===== src/rtl/useq_io.sv =====
// useq_io: I/O shell for a micro-sequencer: stretched reset, input synchronisers,
// a ticker, and host<->FIFO byte bridges in both directions.
// Ports: clk, rst_n (async, active low); ext_in/div_val feed i_port; useq_rst_n
// drives the sequencer reset; write_fifo/fifo_in/fifo_full face the RX FIFO;
// read_fifo/fifo_out/fifo_empty face the TX FIFO; host_tx_* and host_rx_* are
// valid/ready byte streams.
// Build option: USEQ_IO_EDGE_IRQ_EN adds a sticky ext_in[0] rising-edge flag on
// i_port[7], cleared by o_port[7].
module useq_io #(
  parameter int N_IN        = 2,
  parameter int DIV_W       = 16,
  parameter int RST_STRETCH = 4
) (
  input  logic             clk,
  input  logic             rst_n,
  input  logic [N_IN-1:0]  ext_in,
  input  logic [DIV_W-1:0] div_val,
  output logic             useq_rst_n,
  output logic [7:0]       i_port,
  input  logic [7:0]       o_port,
  output logic             write_fifo,
  output logic [7:0]       fifo_in,
  input  logic             fifo_full,
  output logic             read_fifo,
  input  logic [7:0]       fifo_out,
  input  logic             fifo_empty,
  input  logic [7:0]       host_tx_data,
  input  logic             host_tx_valid,
  output logic             host_tx_ready,
  output logic [7:0]       host_rx_data,
  output logic             host_rx_valid,
  input  logic             host_rx_ready
);
  typedef enum logic [1:0] {TIDLE, TWRITE, TSETTLE} tx_t;
  typedef enum logic [1:0] {RIDLE, RREAD, RCAPT} rx_t;
  logic [3:0] str_q;
  logic urst_q;
  logic [DIV_W-1:0] div_cnt_q;
  logic tick_q;
  logic term;
  logic [N_IN-1:0] s1_q, s2_q;
  logic irq;
  logic [7:0] hold_q;
  logic hold_v_q;
  tx_t tx_q;
  rx_t rx_q;
  assign useq_rst_n = urst_q;
  always_ff @(posedge clk or negedge rst_n)
    if (!rst_n) begin
      str_q  <= '0;
      urst_q <= 1'b0;
    end else if (!urst_q) begin
      if (str_q == 4'(RST_STRETCH - 1)) urst_q <= 1'b1;
      else str_q <= str_q + 4'd1;
    end
  // >= rather than == so a lowered div_val wraps at once instead of running to 2^DIV_W
  assign term = div_cnt_q >= div_val;
  always_ff @(posedge clk or negedge rst_n)
    if (!rst_n) begin
      div_cnt_q <= '0;
      tick_q    <= 1'b0;
      s1_q      <= '0;
      s2_q      <= '0;
    end else begin
      div_cnt_q <= term ? '0 : div_cnt_q + DIV_W'(1);
      tick_q    <= tick_q ^ term;
      s1_q      <= ext_in;
      s2_q      <= s1_q;
    end
`ifdef USEQ_IO_EDGE_IRQ_EN
  logic prev_q, irq_q;
  logic unused_o;
  assign unused_o = ^o_port[6:0];
  always_ff @(posedge clk or negedge rst_n)
    if (!rst_n) begin
      prev_q <= 1'b0;
      irq_q  <= 1'b0;
    end else begin
      prev_q <= s2_q[0];
      irq_q  <= (s2_q[0] & ~prev_q) | (irq_q & ~o_port[7]);
    end
  assign irq = irq_q;
`else
  logic unused_o;
  assign unused_o = ^o_port;
  assign irq = 1'b0;
`endif
  always_comb begin
    i_port         = '0;
    i_port[0]      = tick_q;
    i_port[N_IN:1] = s2_q;
    i_port[7]      = irq;
  end
  assign host_tx_ready = ~hold_v_q & urst_q;
  always_ff @(posedge clk or negedge rst_n)
    if (!rst_n) begin
      hold_q     <= '0;
      hold_v_q   <= 1'b0;
      tx_q       <= TIDLE;
      write_fifo <= 1'b0;
      fifo_in    <= '0;
    end else begin
      if (host_tx_valid && host_tx_ready) begin
        hold_q   <= host_tx_data;
        hold_v_q <= 1'b1;
      end
      case (tx_q)
        TIDLE: if (hold_v_q && !fifo_full && urst_q) begin
          tx_q       <= TWRITE;
          write_fifo <= 1'b1;
          fifo_in    <= hold_q;
          hold_v_q   <= 1'b0;
        end
        TWRITE: begin
          tx_q       <= TSETTLE;
          write_fifo <= 1'b0;
        end
        default: tx_q <= TIDLE;
      endcase
    end
  always_ff @(posedge clk or negedge rst_n)
    if (!rst_n) begin
      rx_q          <= RIDLE;
      read_fifo     <= 1'b0;
      host_rx_data  <= '0;
      host_rx_valid <= 1'b0;
    end else begin
      if (host_rx_valid && host_rx_ready) host_rx_valid <= 1'b0;
      case (rx_q)
        RIDLE: if (!fifo_empty && !host_rx_valid && urst_q) begin
          rx_q      <= RREAD;
          read_fifo <= 1'b1;
        end
        RREAD: begin
          rx_q      <= RCAPT;
          read_fifo <= 1'b0;
        end
        default: begin
          rx_q          <= RIDLE;
          host_rx_data  <= fifo_out;
          host_rx_valid <= 1'b1;
        end
      endcase
    end
endmodule

===== config.mk =====
export PLATFORM = sky130hd
export DESIGN_NAME = useq_io
export DESIGN_NICKNAME = d
export VERILOG_FILES = /design/src/rtl/useq_io.sv
export SDC_FILE = /design/constraint.sdc
export NUM_CORES = 1
export LEC_CHECK = 0
export ABC_AREA = 1
export BUFFER_PORTS_ARGS = -buffer_cell sky130_fd_sc_hd__buf_2
export CELL_PAD_IN_SITES_DETAIL_PLACEMENT = 2
export CELL_PAD_IN_SITES_GLOBAL_PLACEMENT = 2
export CORE_MARGIN = 2
export CORE_UTILIZATION = 31
export DETAILED_ROUTE_END_ITERATION = 6
export PLACE_DENSITY = 0.9
export RECOVER_POWER = 50
export SLEW_MARGIN = 20
export SYNTH_ARGS = -nofsm -noshare
export SYNTH_HDL_FRONTEND = slang
export SYNTH_SLANG_ARGS = --single-unit

===== constraint.sdc =====
create_clock -name clk -period 2.1 [get_ports clk]
set_input_delay 0.105 -clock clk [delete_from_list [all_inputs] [get_ports clk]]
set_output_delay 0.105 -clock clk [all_outputs]
set_load 0.01 [all_outputs]

Word-level counts from Yosys, hierarchy flattened

Index checks and enable logic that the tools add are counted.

Add/subtract/negate cells: 2
Order comparisons: 1
Equality and inequality tests: 6
Muxes and demuxes: 16
Bitwise operators: 5
Reductions and logical operators: 18

Operator list:

| operator              | number |
|---|---|
| $add 16x1->16 const B | 1 |
| $ge 16x16->1          | 1 |
| $mux 16               | 1 |
| $mux 1                | 9 |
| $pmux 2 s2            | 2 |
| $reduce_and 2->1      | 4 |
| $logic_and 1x1->1     | 6 |
| $add 4x1->4 const B   | 1 |
| $eq 2x1->1 const B    | 2 |
| $eq 4x2->1 const B    | 1 |
| $logic_not 2->1       | 2 |
| $mux 2                | 2 |
| $ne 2x2->1 const B    | 2 |
| $pmux 1 s2            | 2 |
| $reduce_bool 2->1     | 2 |
| $logic_not 1->1       | 3 |
| $not 1->1             | 3 |
| $ne 2x1->1 const B    | 1 |
| $reduce_or 2->1       | 1 |
| $and 1x1->1           | 1 |
| $xor 1x1->1           | 1 |

Register bits after elaboration: 58
Input bits: 48
Output and inout port bits: 29
Logic and storage cells: 63

Depth between registers and ports, before layout

Depth in word-level cells: 6
Mapped depth: 13
Mapped depth without buffers: 13

Least setup slack after synthesis

Ideal clock, no wire load.

Path type: register -> register
From: register div_cnt_q[11]
To: register div_cnt_q[7]
Setup time: 71 ps
Data arrival time: 1390 ps
Required time: 2029 ps
Slack: 639 ps
Stages on the path, launching flop included: 8
Path buffers: 1
Clock period less this slack: 1461 ps
Cells stage by stage: dfrtp_1 ha_1 a21oi_1 o21ai_1 a21oi_2 nand2_4 buf_6 nor2_1

Word-level cells in the longest chain between the ends: 2

Ends and longest elaborated chain:

| element                | line | text |
|---|---|---|
| start, declared        | 38   | `logic [DIV_W-1:0] div_cnt_q;` |
| start signal, assigned | 65   | `div_cnt_q <= term ? '0 : div_cnt_q + DIV_W'(1);` |
| $ge 16x16->1           | 57   | `assign term = div_cnt_q >= div_val;` |
| $mux 16                | 65   |  |

No other way between the ends.
A chain may end at the register's enable or synchronous reset.

Worst setup path after layout

From: register div_cnt_q[9]
To: register tick_q

Word-level cells in the longest chain between the ends: 2

Ends and longest elaborated chain:

| element              | line | text |
|---|---|---|
| $ge 16x16->1         | 57   |  |
| $xor 1x1->1          | 66   | `tick_q <= tick_q ^ term;` |
| end signal, assigned | 66   |  |
| end, declared        | 39   | `logic tick_q;` |

No other way between the ends.

==> results.yml <==
outcome:
  status: "finished with violations"
  violations: "max-capacitance violations, max-slew violations"
power:
  p_int_mw: 2.60
  p_sw_share_pct: 37.5
  peakVddDrop_v: 0.000498
  combinationalPowerShare_pct: 30.9
  seqPwrFrac_pct: 43.6
  power_frac_clock_pct: 25.6
  power_density_nw_per_um2: 1160
  p_leak_nw: 1.85
  p_switching_mw: 1.56
  fin_total_pwr_mw: 4.16
route:
  first_iter_violations: 38
  drt-total-wl_mm: 7.56
  dr.pass1.iters: 4
  postRouteAntennaNets: 0
  wl_per_cell_um: 15.0
  drc: 0
  viasPerCell: 4.56
  routed-via-count: 2301
timing:
  rsz0062_at_grt: "false"
  finalSetupViolCount: 0
  fin_tns_setup_ns: 0
  skew_ns: 0.00740
  drv_slew: 27
  finalCritPeriodShare_pct: 82.8
  hold_viol: 0
  layout_min_cycle_time_ns: 1.74
  max_slew.worst_pin.slew_ns: 1.59
  slew_headroom_pct: -6.00
  hold-worst-slack_ns: 0.0177
  fmax_ghz: 0.575
cells_and_area:
  n_antenna_cell: 0
  drive_above_1_share_pct: 18.4
  syn2layout_area_growth_pct: 28.3
  final_nets: 458
logic_synthesis:
  avgSynthCellArea_um2: 9.21
  syn-cell-area_um2: 2780
  synth_cell_types: 27
  yosysWarnings: 0
  ys_seq_area_share_pct: 52.2
  synth_cells: 302
  ys_ff_latch: 58
global_route:
  grt_pass1_vias: 2809
  grt_pass1_wl_mm: 12.9
  overflow: 0
  grt_max_degree: 33
  antenna_found_initial: 0
  grt_usage_pct: 17.0
clock_network:
  root_buffer: "clkbuf_8"
  cts_sinks: 58
  clock_latency_ns: 0.33
  numCtsBuffers: 9
  cts_tree: "yes"
  clkTransAtPathRegs_ns: 0.07
  post_cts_resized: 0
  cts_buffer_depth: 2
  htreeDepth: 3
setup_path:
  critical_path_class: "reg -> reg"
  max_stage_delay_ns: 0.45
  worst_setup_path_start_kind: "flip-flop"
  cpMostUsedCell: "nand2_1"
  reg2reg_depth: 7
  worstPathArrival_ns: 1.96
  critPathMaxFanout: 16
  worstPathRequired_ns: 2.32
  end_kind: "flip-flop"
  crit_chain: "ha_1 > a21oi_1 > o21ai_1 > a21oi_2 > nand2_4 > nand2_1 > nand2_1"
  critPathSlowestCell: "dfrtp_1"
floorplanning:
  die_area_um2: 9750
  core_um2: 8720
  start_util_pct: 31.9
  io_pins: 77
  dieHeight_um: 98.7
  chipWidth_um: 98.7
  fp-row-count: 34
place:
  io_buffers: 63
  place_congestion: 0.758
  dp_hpwl_mm: 5.60
min_path:
  hold_class: "in -> reg"
  min_path_cells: 2
flow_run:
  drv_cap: 1
==> placed cells by master (no fill, tap or decap), types with 3 or more instances in the layout <==
cell	Yosys	layout
nand4_1	3	3
nand2_1	83	83
inv_1	39	39
clkinvlp_4	0	3
dfrtp_1	58	58
xor2_1	12	12
nor3_1	4	4
dlygate4sd3_1	0	19
nand2_2	4	4
xnor2_1	3	3
buf_2	1	39
conb_1	1	5
o21ai_0	4	4
clkbuf_1	0	24
ha_1	18	18
nand3_1	9	9
clkbuf_8	0	10
nor2_1	29	29
a21oi_1	7	7
mux2_2	9	9
==> Yosys cell counts <==
cell type,n,area share [%]
a21oi_1,7,1.3
a21oi_2,1,0.31
buf_2,1,0.18
buf_4,6,1.6
buf_6,1,0.40
clkinv_1,2,0.27
conb_1,1,0.13
dfrtp_1,58,52
ha_1,18,8.1
inv_1,39,5.3
mux2_2,9,3.6
nand2_1,83,11
nand2_2,4,0.90
nand2_4,1,0.40
nand3_1,9,1.6
nand4_1,3,0.67
nor2_1,29,3.9
nor2_2,1,0.23
nor2_4,1,0.40
nor3_1,4,0.72
nor4_1,1,0.23
o21a_1,1,0.27
o21ai_0,4,0.72
o21ai_1,2,0.36
o21bai_1,1,0.27
xnor2_1,3,0.94
xor2_1,12,3.8
==> critical path: cells and delay by family (launching register included) <==
kind | cells | cell delay, ns
simple gates | 3 | 0.32
flops | 1 | 0.45
compound gates | 3 | 0.53
fa+ha+maj | 1 | 0.32
==> sequential cells by signal, indices dropped and copies added, names as in the netlist <==
signal         count
hold_q             8
host_rx_valid      1
read_fifo          1
s1_q               2
tx_q               2
useq_rst_n         1
s2_q               2
write_fifo         1
tick_q             1
hold_v_q           1
fifo_in            8
str_q              4
div_cnt_q         16
rx_q               2
host_rx_data       8
==> routing by layer <==
layer	track usage (%)	wire, um
met1	17.4	2830
met2	33.5	4310
met3	3.97	291
met4	5.48	134
met5	0	0
==> logic make-up (layout without fill, tap and decap cells) <==
group | count (synthesis) | in the layout | share of synthesized area (%)
and+or+nand+nor | 136 | 136 | 20.3
DFF | 58 | 58 | 52.2
buffers and inverters | 49 | 140 | 7.74
adders and majority gates | 18 | 18 | 8.10
AOI/OAI and AO/OA | 16 | 16 | 3.19
xor gates and xnor gates | 15 | 15 | 4.72
muxes | 9 | 9 | 3.64
other | 1 | 5 | 0.135
==> power by group through the flow <==
stage	sequential [mW]	clock (mW)	combinational (mW)
2_1_floorplan	1.82	0	0.792
3_3_place_gp	1.79	0	1.21
3_5_place_dp	1.83	0	1.33
4_1_cts	1.82	1.09	1.36
5_1_grt	1.87	1.14	1.49
6_report	1.81	1.06	1.28
==> final timing paths <==
path / slack (ns) / start / end
worst max-delay path: 0.36 / div_cnt_q[9]$_DFF_PN0_ / tick_q$_DFF_PN0_
worst min-delay path: 0.02 / host_tx_data[2] / hold_q[2]$_DFFE_PN0P_
worst max register to register: 0.36 / div_cnt_q[9]$_DFF_PN0_ / tick_q$_DFF_PN0_
worst min register to register: 0.36 / s1_q[0]$_DFF_PN0_ / s2_q[0]$_DFF_PN0_
max in group asynchronous: 0.47 / rst_n / div_cnt_q[0]$_DFF_PN0_
min in group asynchronous: 0.70 / rst_n / fifo_in[4]$_DFFE_PN0P_
==> area by class of cell <==
cell class                 count  area (um2)
multi-input combinational    199        1130
inverter                      41         154
clock inverter                 6        66.3
sequential                    58        1450
tap                          108         135
clock buffer                  10         138
fill                         990        5150
timing repair buffer          83         495
==> what timing repair did <==
action | CTS | global route
buffers inserted | 0 | 0
endpoints found under the hold margin | 44 | 0
hold buffers | 19 | 0
setup endpoints to repair | 0 | 0
==> stage by stage <==
step / setup slack (ns) / utilization (%) / instances / instance area (um2)
3_5_place_dp: 0.342 / 36.8 / 470 / 3210
2_1_floorplan: 0.639 / - / 306 / 2800
5_1_grt: 0.125 / 40.9 / 505 / 3570
6_report: 0.361 / 40.9 / 505 / 3570
3_3_place_gp: 0.453 / 36.8 / 470 / 3210
4_1_cts: 0.327 / 41.3 / 505 / 3600
Note: power is estimated with default switching activity, not from simulation.
